## src/rtl/spi_adc_pkg.sv

```systemverilog
// Shared types and command encoding for the MCP3008-style ADC sequencer.
package spi_adc_pkg;

  typedef enum logic [1:0] {
    IDLE,
    ISSUE,
    WAIT_RESP,
    PUBLISH
  } state_t;

  localparam logic [7:0] CMD_START_BYTE   = 8'h01;
  localparam logic       CMD_SINGLE_ENDED = 1'b1;
  localparam int         CMD_LENGTH_BITS  = 24;

  // Byte 0: start bit. Byte 1: single-ended flag + channel. Byte 2: clock-out filler.
  function automatic logic [CMD_LENGTH_BITS-1:0] build_cmd(input logic [2:0] ch);
    return {CMD_START_BYTE, CMD_SINGLE_ENDED, ch, 4'h0, 8'h00};
  endfunction

endpackage

```

## src/rtl/spi_adc_sequencer_timer.sv

```systemverilog
// Free-running sweep period timer; one-cycle tick every SAMPLE_PERIOD cycles while enabled.
module sample_period_timer #(
  parameter int SAMPLE_PERIOD = 100000
) (
  input  logic clk,
  input  logic rst,
  input  logic enable,
  output logic tick
);

  localparam int              CW   = $clog2(SAMPLE_PERIOD);
  localparam logic [CW-1:0]   LAST = CW'(SAMPLE_PERIOD - 1);

  logic [CW-1:0] count;

  assign tick = enable && (count == LAST);

  // NOTE: sequential state always uses non-blocking assignments so every
  // register samples the pre-edge value of its neighbours.
  always_ff @(posedge clk or posedge rst) begin
    if (rst) begin
      count <= '0;
    end else if (!enable || tick) begin
      count <= '0;
    end else begin
      count <= count + CW'(1);
    end
  end

endmodule

```

## src/rtl/spi_adc_sequencer.sv

```systemverilog
// Sweeps enabled ADC channels through an SPI controller and publishes {channel, sample}.
module spi_adc_sequencer
  import spi_adc_pkg::*;
#(
  parameter int NUM_CHANNELS   = 8,
  parameter int SAMPLE_PERIOD  = 100000,
  parameter int TIMEOUT_CYCLES = 10000,
  parameter int RESULT_BITS    = 10
) (
  input  logic                       clk,
  input  logic                       rst,
  input  logic                       enable,
  input  logic [NUM_CHANNELS-1:0]    channel_mask,
  output logic                       cmd_valid,
  output logic [CMD_LENGTH_BITS-1:0] cmd_data,
  input  logic                       cmd_ready,
  input  logic                       resp_valid,
  input  logic [CMD_LENGTH_BITS-1:0] resp_data,
  output logic                       sample_valid,
  output logic [2:0]                 sample_channel,
  output logic [RESULT_BITS-1:0]     sample_data,
  output logic                       sweep_done,
  output logic                       timeout_err,
  output logic                       overrun_err,
  input  logic                       err_clear
);

  localparam int            TW       = (TIMEOUT_CYCLES > 1) ? $clog2(TIMEOUT_CYCLES) : 1;
  localparam logic [TW-1:0] WAIT_LAST = TW'(TIMEOUT_CYCLES - 1);

  state_t                       state, state_next;
  logic [2:0]                   ch, ch_next;
  logic [NUM_CHANNELS-1:0]      mask_snap, mask_next;
  logic [CMD_LENGTH_BITS-1:0]   cmd_data_next;
  logic [2:0]                   sample_channel_next;
  logic [RESULT_BITS-1:0]       sample_data_next;
  logic                         sweep_done_next;
  logic [TW-1:0]                wait_cnt, wait_next;
  logic                         tick, tick_pending, tick_pending_next;
  logic                         timeout_err_next, overrun_err_next;
  logic                         consume, timeout_set, overrun_set;
  logic [NUM_CHANNELS-1:0]      search;
  logic                         found;
  logic [2:0]                   found_ch;
  logic                         unused_resp_bits;

  assign unused_resp_bits = ^resp_data[CMD_LENGTH_BITS-1:RESULT_BITS];

  sample_period_timer #(
    .SAMPLE_PERIOD(SAMPLE_PERIOD)
  ) u_timer (
    .clk   (clk),
    .rst   (rst),
    .enable(enable),
    .tick  (tick)
  );

  // IDLE searches the live mask; PUBLISH searches the snapshot above the current channel.
  always_comb begin
    found    = 1'b0;
    found_ch = '0;
    for (int i = 0; i < NUM_CHANNELS; i++) begin
      search[i] = (state == IDLE) ? channel_mask[i] : (mask_snap[i] && (i > int'(ch)));
    end
    for (int i = NUM_CHANNELS - 1; i >= 0; i--) begin
      if (search[i]) begin
        found    = 1'b1;
        found_ch = 3'(i);
      end
    end
  end

  // NOTE: every signal driven here gets a default first, so no path can
  // leave one unassigned and infer a latch.
  always_comb begin
    state_next          = state;
    ch_next             = ch;
    mask_next           = mask_snap;
    cmd_data_next       = cmd_data;
    sample_channel_next = sample_channel;
    sample_data_next    = sample_data;
    sweep_done_next     = 1'b0;
    wait_next           = wait_cnt;
    consume             = 1'b0;
    timeout_set         = 1'b0;
    cmd_valid           = 1'b0;
    sample_valid        = 1'b0;

    case (state)
      IDLE: begin
        if (tick_pending && enable) begin
          consume   = 1'b1;
          mask_next = channel_mask;
          if (found) begin
            ch_next       = found_ch;
            cmd_data_next = build_cmd(found_ch);
            state_next    = ISSUE;
          end
        end
      end

      ISSUE: begin
        // Valid follows ready combinationally so it can never show without ready.
        cmd_valid = cmd_ready;
        if (cmd_ready) begin
          wait_next  = '0;
          state_next = WAIT_RESP;
        end
      end

      WAIT_RESP: begin
        if (resp_valid) begin
          sample_data_next    = resp_data[RESULT_BITS-1:0];
          sample_channel_next = ch;
          state_next          = PUBLISH;
        end else if (wait_cnt == WAIT_LAST) begin
          timeout_set = 1'b1;
          state_next  = IDLE;
        end else begin
          wait_next = wait_cnt + TW'(1);
        end
      end

      PUBLISH: begin
        sample_valid = 1'b1;
        if (found && enable) begin
          ch_next       = found_ch;
          cmd_data_next = build_cmd(found_ch);
          state_next    = ISSUE;
        end else begin
          sweep_done_next = !found;
          state_next      = IDLE;
        end
      end

      default: state_next = IDLE;
    endcase

    // A tick landing on the consume cycle refills the latch rather than overrunning.
    overrun_set = tick && tick_pending && !consume;
    if (!enable) begin
      tick_pending_next = 1'b0;
    end else if (tick) begin
      tick_pending_next = 1'b1;
    end else if (consume) begin
      tick_pending_next = 1'b0;
    end else begin
      tick_pending_next = tick_pending;
    end

    timeout_err_next = timeout_set || (timeout_err && !err_clear);
    overrun_err_next = overrun_set || (overrun_err && !err_clear);
  end

  always_ff @(posedge clk or posedge rst) begin
    if (rst) begin
      state          <= IDLE;
      ch             <= '0;
      mask_snap      <= '0;
      cmd_data       <= '0;
      sample_channel <= '0;
      sample_data    <= '0;
      sweep_done     <= 1'b0;
      wait_cnt       <= '0;
      tick_pending   <= 1'b0;
      timeout_err    <= 1'b0;
      overrun_err    <= 1'b0;
    end else begin
      state          <= state_next;
      ch             <= ch_next;
      mask_snap      <= mask_next;
      cmd_data       <= cmd_data_next;
      sample_channel <= sample_channel_next;
      sample_data    <= sample_data_next;
      sweep_done     <= sweep_done_next;
      wait_cnt       <= wait_next;
      tick_pending   <= tick_pending_next;
      timeout_err    <= timeout_err_next;
      overrun_err    <= overrun_err_next;
    end
  end

endmodule

```

## config.mk

```make
export PLATFORM = sky130hd
export DESIGN_NAME = spi_adc_sequencer
export DESIGN_NICKNAME = d
export VERILOG_FILES = /design/src/rtl/spi_adc_pkg.sv /design/src/rtl/spi_adc_sequencer_timer.sv /design/src/rtl/spi_adc_sequencer.sv
export SDC_FILE = /design/constraint.sdc
export NUM_CORES = 1
export LEC_CHECK = 0
export BUFFER_PORTS_ARGS = -buffer_cell sky130_fd_sc_hd__buf_2
export CAP_MARGIN = 20
export CORE_MARGIN = 2
export CORE_UTILIZATION = 52
export CTS_CLUSTER_DIAMETER = 120
export DETAILED_ROUTE_END_ITERATION = 8
export PLACE_DENSITY = 0.78
export SLEW_MARGIN = 20
export SYNTH_ARGS = -nofsm -noshare
export SYNTH_HDL_FRONTEND = slang
export SYNTH_SLANG_ARGS = --single-unit
```

## constraint.sdc

```tcl
create_clock -name clk -period 5.3 [get_ports clk]
set_input_delay 1.06 -clock clk [delete_from_list [all_inputs] [get_ports clk]]
set_output_delay 1.06 -clock clk [all_outputs]
set_load 0.1 [all_outputs]
```

==> results of run 1 <==
[cells in the mapped netlist, types with 2 or more instances]
cell type	n	area share, %
dfrtp_1	61	47
nor2_1	34	3.9
buf_4	20	4.6
mux2_2	18	6.2
nand2_1	17	2.0
and3_1	14	2.7
xor2_1	14	3.8
o21ai_0	12	1.9
nand3_1	10	1.5
a21oi_1	9	1.4
xnor2_1	9	2.4
inv_1	8	0.93
nor3_1	6	0.93
nor3b_1	6	1.4
nand2b_1	5	0.96
nor2b_1	5	0.96
o211ai_1	5	1.2
or3_1	5	0.96
a211oi_1	4	0.93
and4_1	4	1.1
clkbuf_1	4	0.46
nand4_1	4	0.77
a31oi_4	3	2.0
o22ai_1	3	0.58
buf_2	2	0.31
buf_6	2	0.69
ha_1	2	0.77
o21a_1	2	0.46
[critical path, cell delays in order, from the launching register on]
cell and delay, ps:
dfrtp_1 730, and3b_1 630, buf_2 530
[metrics by stage]
| stage | total power, mW | worst slack, ps |
|---|---|---|
| finish | 2.13 | 2000 |
| global route | 2.22 | 1900 |
| CTS | 2.14 | 2020 |
| detailed placement | 1.66 | 2020 |
| global placement | 1.64 | 2040 |
| floorplan | 1.54 | 1790 |
[metal layers]
metal,GRT usage [%],part of all wire (%)
met5,0,0
met4,9.54,1.3
met3,4.67,5.1
met2,30.1,50
met1,25.3,44
[cells by family (layout without fill, tap and decap cells)]
kind of cell / Yosys count / after routing / share of synthesized area, %
AO/OA/AOI/OAI: 51 / 51 / 12.3
XOR/XNOR: 23 / 23 / 6.21
adder cells (fa/ha/maj): 2 / 2 / 0.771
buffers and inverters: 36 / 71 / 7.02
flip-flops: 61 / 61 / 47.1
multiplexers: 20 / 20 / 7.02
other: 1 / 19 / 0.116
AND/OR/NAND/NOR: 117 / 117 / 19.5
[report_power, final]
| group | internal [mW] | leakage [nW] | switching [mW] |
|---|---|---|---|
| combinational | 0.205 | 0.801 | 0.812 |
| sequential | 0.546 | 0.808 | 0.0877 |
| clock | 0.291 | 0.116 | 0.187 |
| total | 1.04 | 1.73 | 1.09 |
[flip-flops by register name (all words and copies together), names as in the netlist, 2 cells and up]
signal	count
u_timer.count	17
ch	2
sample_data	10
sample_channel	3
wait_cnt	14
mask_snap	7
cmd_data	2
state	2
[cell type report]
class / instances / area, um2
Clock buffer: 11 / 151
Sequential cell: 61 / 1530
Clock inverter: 5 / 81.3
Multi-Input combinational cell: 232 / 1560
Timing Repair Buffer: 47 / 238
Tap cell: 75 / 93.8
Inverter: 8 / 30.0
Fill cell: 488 / 2310
[final timing paths]
path | cells after the start | end | from
min in group asynchronous | 3 | wait_cnt[10] | rst
hold / removal | 2 | sample_channel[1] | sample_channel[1]
hold reg to reg | 2 | sample_channel[1] | sample_channel[1]
max in group asynchronous | 3 | mask_snap[4] | rst
setup / recovery | 2 | cmd_valid | state[0]
setup reg to reg | 4 | wait_cnt[12] | state[0]
[placed cells by master (no fill, tap or decap), drive strengths merged, types with 2 or more instances in the layout]
master  instances
a211oi          4
a21oi           9
a22oi           2
a31oi           3
and3           14
and4            4
buf            47
bufinv          2
clkbuf         11
conb           19
dfrtp          61
ha              2
inv             9
mux2           19
nand2          17
nand2b          5
nand3          10
nand4           4
nor2           34
nor2b           5
nor3            6
nor3b           6
o211ai          5
o21a            2
o21ai          13
o22ai           3
o311ai          2
o31ai           2
or3             5
xnor2           9
xor2           14
==> results.json, run 1 <==
{
  "hpwl_um": 4390,
  "outcome": "completed",
  "worstPathMaxFanout": 19,
  "portBuffers": 46,
  "p_per_area_mw_per_mm2": 579,
  "hold_path.class": "reg2reg",
  "syn_inst": 311,
  "cts_setup_buffers": 0,
  "syn_to_final_growth_pct": 13.4,
  "initial_utilization_pct": 54.1,
  "setup.worst_path.end_class": "output port",
  "tns_ps": 0,
  "avgSynthCellArea_um2": 10.4,
  "finalSetupViolCount": 0,
  "cts-htree-levels": 3,
  "cts_resized": 0,
  "async_flop_share_pct": 100,
  "vdd_drop_max_v": 0.000554,
  "routabilityCongestion": 0.833,
  "yosysWarnings": 0,
  "clk_latency_ps": 340,
  "arrival_ps": 2240,
  "route.detailed.drc": 0,
  "grt_pass1_vias": 2298,
  "p_leak_nw": 1.73,
  "drv_slew": 0,
  "grt_usage_pct": 19.3,
  "final_hold_viol_count": 0,
  "grt_max_degree": 62,
  "ys_types": 51,
  "worstSetupPathType": "reg2out",
  "row_count": 28,
  "cts_made_buffers": 9,
  "wl_per_cell_um": 14.4,
  "grt_pass1_wl_um": 10700,
  "cts_buffer_depth": 2,
  "postCtsHoldBufs": 0,
  "synth_area_mm2": 0.00324,
  "die_w_um": 83.0,
  "ant_nets": 0,
  "synth-seq-cells": 61,
  "worst_pin_slew_ps": 759,
  "antenna_found_initial": 0,
  "place_area_mm2": 0.00344,
  "period_share_pct": 62.2,
  "wirelength_um": 6340,
  "max_freq_ghz": 0.303,
  "fin_skew_ps": 7.78,
  "rsz0062_at_grt": "no",
  "maxCapViolCount": 0,
  "worst_hold_slack_ps": 485,
  "coreArea_mm2": 0.00599,
  "design_area_mm2": 0.00368,
  "ios": 80,
  "drt-pass1-iter-count": 4,
  "vias": 2411,
  "drive_above_1_share_pct": 25.8,
  "dp.cells": 423,
  "nets": 399,
  "antenna_cells_inserted": 0,
  "start_kind": "register",
  "maxSlewHeadroom_pct": 49.4,
  "design.die.area_mm2": 0.00688,
  "grt_remaining_overflow": 0,
  "final_util_pct": 61.4,
  "cts.sinks": 61,
  "cp_data_required_time_ps": 4240,
  "root_buffer": "clkbuf_8",
  "drt_iter0_drc": 118,
  "synth_edf_count": 0,
  "die_h_um": 83.0,
  "yosysSeqAreaShare_pct": 47.1,
  "period_minus_slack_ps": 3300,
  "cts_tree": "built",
  "reg2reg_slack_ps": 2840,
  "fin_cells": 439,
  "clk_pin_slew_ps": 70,
  "viasPerCell": 5.49,
  "synthFlopType": "dfrtp_1"
}
No activity file was read; power rests on OpenSTA's default activity.
==> inputs of run 2 (changes only) <==
Clock period 5.3 ns to 3.4 ns, I/O delays scaled along.
==> run 2 against run 1 <==
Die area did not move. Clock skew rose by 2.6 ps. Count of clock-buffer cells in the layout shrank 2. Critical path type unchanged. Largest power group unchanged.
==> results.json, run 2 (synthesis gave the netlist of run 1 again) <==
{
  "outcome": "completed",
  "design.die.area_mm2": 0.00688,
  "die_h_um": 83.0,
  "design_area_mm2": 0.00365,
  "critPathSlowestCell": "dfrtp_1",
  "ant_nets": 0,
  "cts.sinks": 61,
  "vias": 2420,
  "reg2reg_slack_ps": 1040,
  "hpwl_um": 4370,
  "cts_setup_buffers": 0,
  "busiest_layer": "met2",
  "wirelength_um": 6130,
  "arrival_ps": 2190,
  "clk_latency_ps": 350,
  "final_util_pct": 60.9,
  "top_register": "u_timer.count",
  "clk_pin_slew_ps": 70,
  "reg2reg_from": "state[0]",
  "ff_latch_area_mm2": 0.00153,
  "largest_reg_flops": 17,
  "cts_buffer_depth": 2,
  "grt_pass1_vias": 2349,
  "maxCapViolCount": 0,
  "cts-htree-levels": 3,
  "viasPerCell": 5.50,
  "finalWorstSetupSlack_ps": 526,
  "period_minus_slack_ps": 2870,
  "layout_commonest_cell": "dfrtp_1",
  "die_w_um": 83.0,
  "rr_worst_depth": 4,
  "cp_data_required_time_ps": 2720,
  "max_freq_ghz": 0.348,
  "p_leak_nw": 1.71,
  "antenna_cells_inserted": 0,
  "vdd_drop_max_v": 0.000907,
  "grt_pass1_wl_um": 10700,
  "timing.rr.end": "wait_cnt[12]",
  "p_per_area_mw_per_mm2": 883,
  "grt_max_degree": 33,
  "maxSlewHeadroom_pct": 57.0,
  "place_area_mm2": 0.00345,
  "slowest_delay_ps": 690,
  "multiInputGateArea_mm2": 0.00156,
  "rsz0062_at_grt": "no",
  "drive_above_1_share_pct": 26.0,
  "cpLargestDelayFamily": "flip-flops",
  "tns_ps": 0,
  "wl_per_cell_um": 13.9,
  "initial_utilization_pct": 54.1,
  "final_cell_mix": "61 x dfrtp_1, 46 x buf_2, 34 x nor2_1",
  "use_met2_pct": 31.4,
  "worst_hold_slack_ps": 412,
  "place_ws_ps": 892,
  "drv_slew": 0,
  "antenna_found_initial": 0,
  "gr-usage-met1_pct": 24.1,
  "period_share_pct": 84.5,
  "fillers": 498,
  "nets": 400,
  "row_count": 28,
  "cts_made_buffers": 9,
  "ios": 80,
  "setup.worst_path.end_class": "output port",
  "worst_pin_slew_ps": 644,
  "cts_resized": 0,
  "cts_tree": "built",
  "postCtsHoldBufs": 0,
  "finalSetupViolCount": 0,
  "grt_usage_pct": 19.0,
  "drt-pass1-iter-count": 4,
  "start_kind": "register",
  "routabilityCongestion": 0.828,
  "coreArea_mm2": 0.00599,
  "grt_remaining_overflow": 0,
  "root_buffer": "clkbuf_8",
  "critPathBufInv": 1,
  "worstPathMaxFanout": 19,
  "reg.largest.list": "u_timer.count: 17 flops, wait_cnt: 14 flops, sample_data: 10 flops",
  "syn_to_final_growth_pct": 12.6,
  "route.detailed.drc": 0,
  "drt_iter0_drc": 123,
  "grtUsageMet3_pct": 6.16,
  "worstSetupPathType": "reg2out",
  "portBuffers": 46,
  "path_cells": "and3b_1, buf_2",
  "fin_skew_ps": 10.4,
  "hold_path.class": "in2async",
  "final_hold_viol_count": 0
}
## run 2: cell types whose count changed in the layout (fill, tap and decap cells not counted)
| cell | delta |
|---|---|
| clkinvlp_4 | +2 |
| clkbuf_8 | -2 |
| buf_4 | +1 |
| bufinv_16 | -1 |
| clkinv_4 | +1 |
## run 2: worst max-delay path by stage
stage | start | slack, ps | endpoint | cells past startpoint
after floorplan | cmd_ready | 650 | cmd_valid | 3
after global placement | cmd_ready | 900 | cmd_valid | 3
after detailed placement | cmd_ready | 890 | cmd_valid | 3
after CTS | state[0] | 540 | cmd_valid | 2
after global routing | state[0] | 440 | cmd_valid | 2
final | state[0] | 530 | cmd_valid | 2
## run 2: through the flow
step | std cells | power, mW
after CTS | 440 | 3.24
final | 440 | 3.22
after global placement | 424 | 2.57
after detailed placement | 424 | 2.58
after global routing | 440 | 3.37
after floorplan | 329 | 2.39
## run 2: power breakdown
group | total (mW) | switching (mW) | internal (mW)
Combinational | 1.59 | 1.27 | 0.321
Clock | 0.644 | 0.304 | 0.340
Sequential | 0.986 | 0.136 | 0.850
Total | 3.22 | 1.71 | 1.51
## run 2: worst register-to-register path, delay by kind of cell, from the launching register on
family             cells  cell delay [ps]
and+or+nand+nor        2             1050
DFF                    1              690
AOI/OAI and AO/OA      2              530
## run 2: metal layers
layer | up-vias | wire, um | share of wire, %
met2 | 81 | 2940 | 48
met5 | - | 0 | 0
li1 | 1163 | - | -
met1 | 1165 | 2720 | 44
met4 | 0 | 103 | 1.7
met3 | 11 | 364 | 5.9
## run 2: layout make-up
cell class              count  share of cell area (%)
inverters                   8                   0.822
flip-flops and latches     61                    41.8
repair buffers             48                    6.72
multi-input cells         232                    42.6
clock inverters             7                    2.06
clock buffers               9                    3.39
well taps                  75                    2.57
==> inputs of run 3 (changes only) <==
Settings changed: CORE_UTILIZATION 52 to 48, PLACE_DENSITY 0.78 to 0.76.
Clock period 3.4 ns to 2.6 ns, I/O delays scaled along.
==> run 3 against run 2 <==
Global-route usage decreased by 0.92 points. Sequential power increased by 28%. Non-clock buffer count increased by 1. Wire length increased by 0.98%. Register-to-register slack got worse by 650 ps. Final area increased by 0.65%. Sequential cell count unchanged. Clock skew decreased by 4.9 ps. Hold slack got worse by 150 ps. Setup slack got worse by 350 ps. Via count decreased by 0.29%. Critical path type unchanged.
==> results.json, run 3 (synthesis gave the netlist of run 1 again) <==
{
  "clk_latency_ps": 330,
  "fin_cells": 443,
  "start_kind": "register",
  "p_per_area_mw_per_mm2": 1150,
  "p_leak_nw": 1.72,
  "cts_made_buffers": 9,
  "die_h_um": 86.2,
  "worstSetupPathType": "reg2out",
  "final_cell_mix": "61 x dfrtp_1, 46 x buf_2, 34 x nor2_1",
  "outcome": "completed",
  "cts_buffer_depth": 2,
  "period_share_pct": 93.3,
  "syn_to_final_growth_pct": 13.3,
  "cts-htree-levels": 3,
  "drv_slew": 0,
  "hpwl_um": 4440,
  "cp_data_required_time_ps": 2080,
  "period_minus_slack_ps": 2420,
  "grt_max_degree": 35,
  "reg.largest.list": "u_timer.count: 17 flops, wait_cnt: 14 flops, sample_data: 10 flops",
  "wirelength_um": 6190,
  "cts_resized": 0,
  "coreArea_mm2": 0.00646,
  "setup.worst_path.end_class": "output port",
  "wl_per_cell_um": 14.0,
  "clk_pin_slew_ps": 70,
  "drt_iter0_drc": 139,
  "route.detailed.drc": 0,
  "postCtsHoldBufs": 0,
  "fin_skew_ps": 5.50,
  "maxCapViolCount": 0,
  "dp.cells": 427,
  "layout_commonest_cell": "dfrtp_1",
  "grt_usage_pct": 18.1,
  "worstPathMaxFanout": 15,
  "initial_utilization_pct": 50.2,
  "grt_pass1_wl_um": 10700,
  "vias": 2413,
  "arrival_ps": 1900,
  "design.die.area_mm2": 0.00743,
  "largest_reg_flops": 17,
  "worst_pin_slew_ps": 675,
  "max_freq_ghz": 0.412,
  "nets": 401,
  "drive_above_1_share_pct": 26.2,
  "fillers": 567,
  "ant_nets": 0,
  "finalWorstSetupSlack_ps": 175,
  "final_hold_viol_count": 0,
  "antenna_found_initial": 0,
  "root_buffer": "clkbuf_8",
  "vdd_drop_max_v": 0.00104,
  "final_util_pct": 56.9,
  "antenna_cells_inserted": 0,
  "finalSetupViolCount": 0,
  "routabilityCongestion": 0.909,
  "grt_remaining_overflow": 0,
  "tns_ps": 0,
  "die_w_um": 86.2,
  "ios": 80,
  "portBuffers": 46,
  "viasPerCell": 5.45,
  "maxSlewHeadroom_pct": 54.7,
  "design_area_mm2": 0.00367,
  "cts_tree": "built",
  "place_area_mm2": 0.00347,
  "cts_setup_buffers": 0,
  "top_register": "u_timer.count",
  "grt_pass1_vias": 2333,
  "hold_path.class": "in2async",
  "place_ws_ps": 416,
  "rsz0062_at_grt": "no",
  "row_count": 29,
  "cts.sinks": 61,
  "drt-pass1-iter-count": 4
}
==> run 3: cell types whose count changed in the layout (fill, tap and decap cells not counted) <==
cell / before / now
clkinv_2: 1 / 2
clkbuf_8: 9 / 10
buf_12: 0 / 1
clkinv_4: 1 / 0
inv_6: 1 / 0
==> run 3: stage by stage <==
stage / hold slack, ps / power (mW)
3_5_place_dp: 480 / 3.41
3_3_place_gp: 463 / 3.38
2_1_floorplan: 468 / 3.13
6_report: 265 / 4.23
5_1_grt: 328 / 4.42
4_1_cts: 272 / 4.25
==> run 3: cell type report <==
type / count / area (um2) / share of cell area (%)
clock buffer: 10 / 138 / 3.75
clock inverter: 6 / 62.6 / 1.70
inverter: 8 / 30.0 / 0.817
multi-input combinational: 232 / 1560 / 42.4
sequential: 61 / 1530 / 41.5
tap: 77 / 96.3 / 2.62
timing repair buffer: 49 / 265 / 7.22
==> run 3: routing by layer <==
layer	up-vias	track usage, %	routed length (um)
li1	1165	-	-
met2	72	28.0	2920
met4	0	6.96	103
met1	1164	24.9	2870
met3	12	4.38	297
met5	-	0	0
==> run 3: power by group <==
group | internal [mW] | leakage, nW | switching [mW] | total (mW)
Combinational | 0.433 | 0.816 | 1.69 | 2.13
Sequential | 1.11 | 0.808 | 0.151 | 1.26
Clock | 0.465 | 0.0943 | 0.376 | 0.841
==> run 3: path summary, 6_finish.rpt <==
path	startpoint	end	slack, ps	depth (start not counted)
setup / recovery	state[0]	cmd_valid	180	3
hold / removal	rst	wait_cnt[11]	270	2
min in group clk	err_clear	timeout_err	400	2
setup reg to reg	state[1]	ch[0]	390	5
hold reg to reg	mask_snap[1]	mask_snap[1]	500	1
max in group asynchronous	rst	u_timer.count[4]	1740	3
==> run 3: worst max-delay path: stages (launching register included) <==
cell and delay [ps]:
dfrtp_1 410, buf_4 220, and3b_1 440, buf_2 510
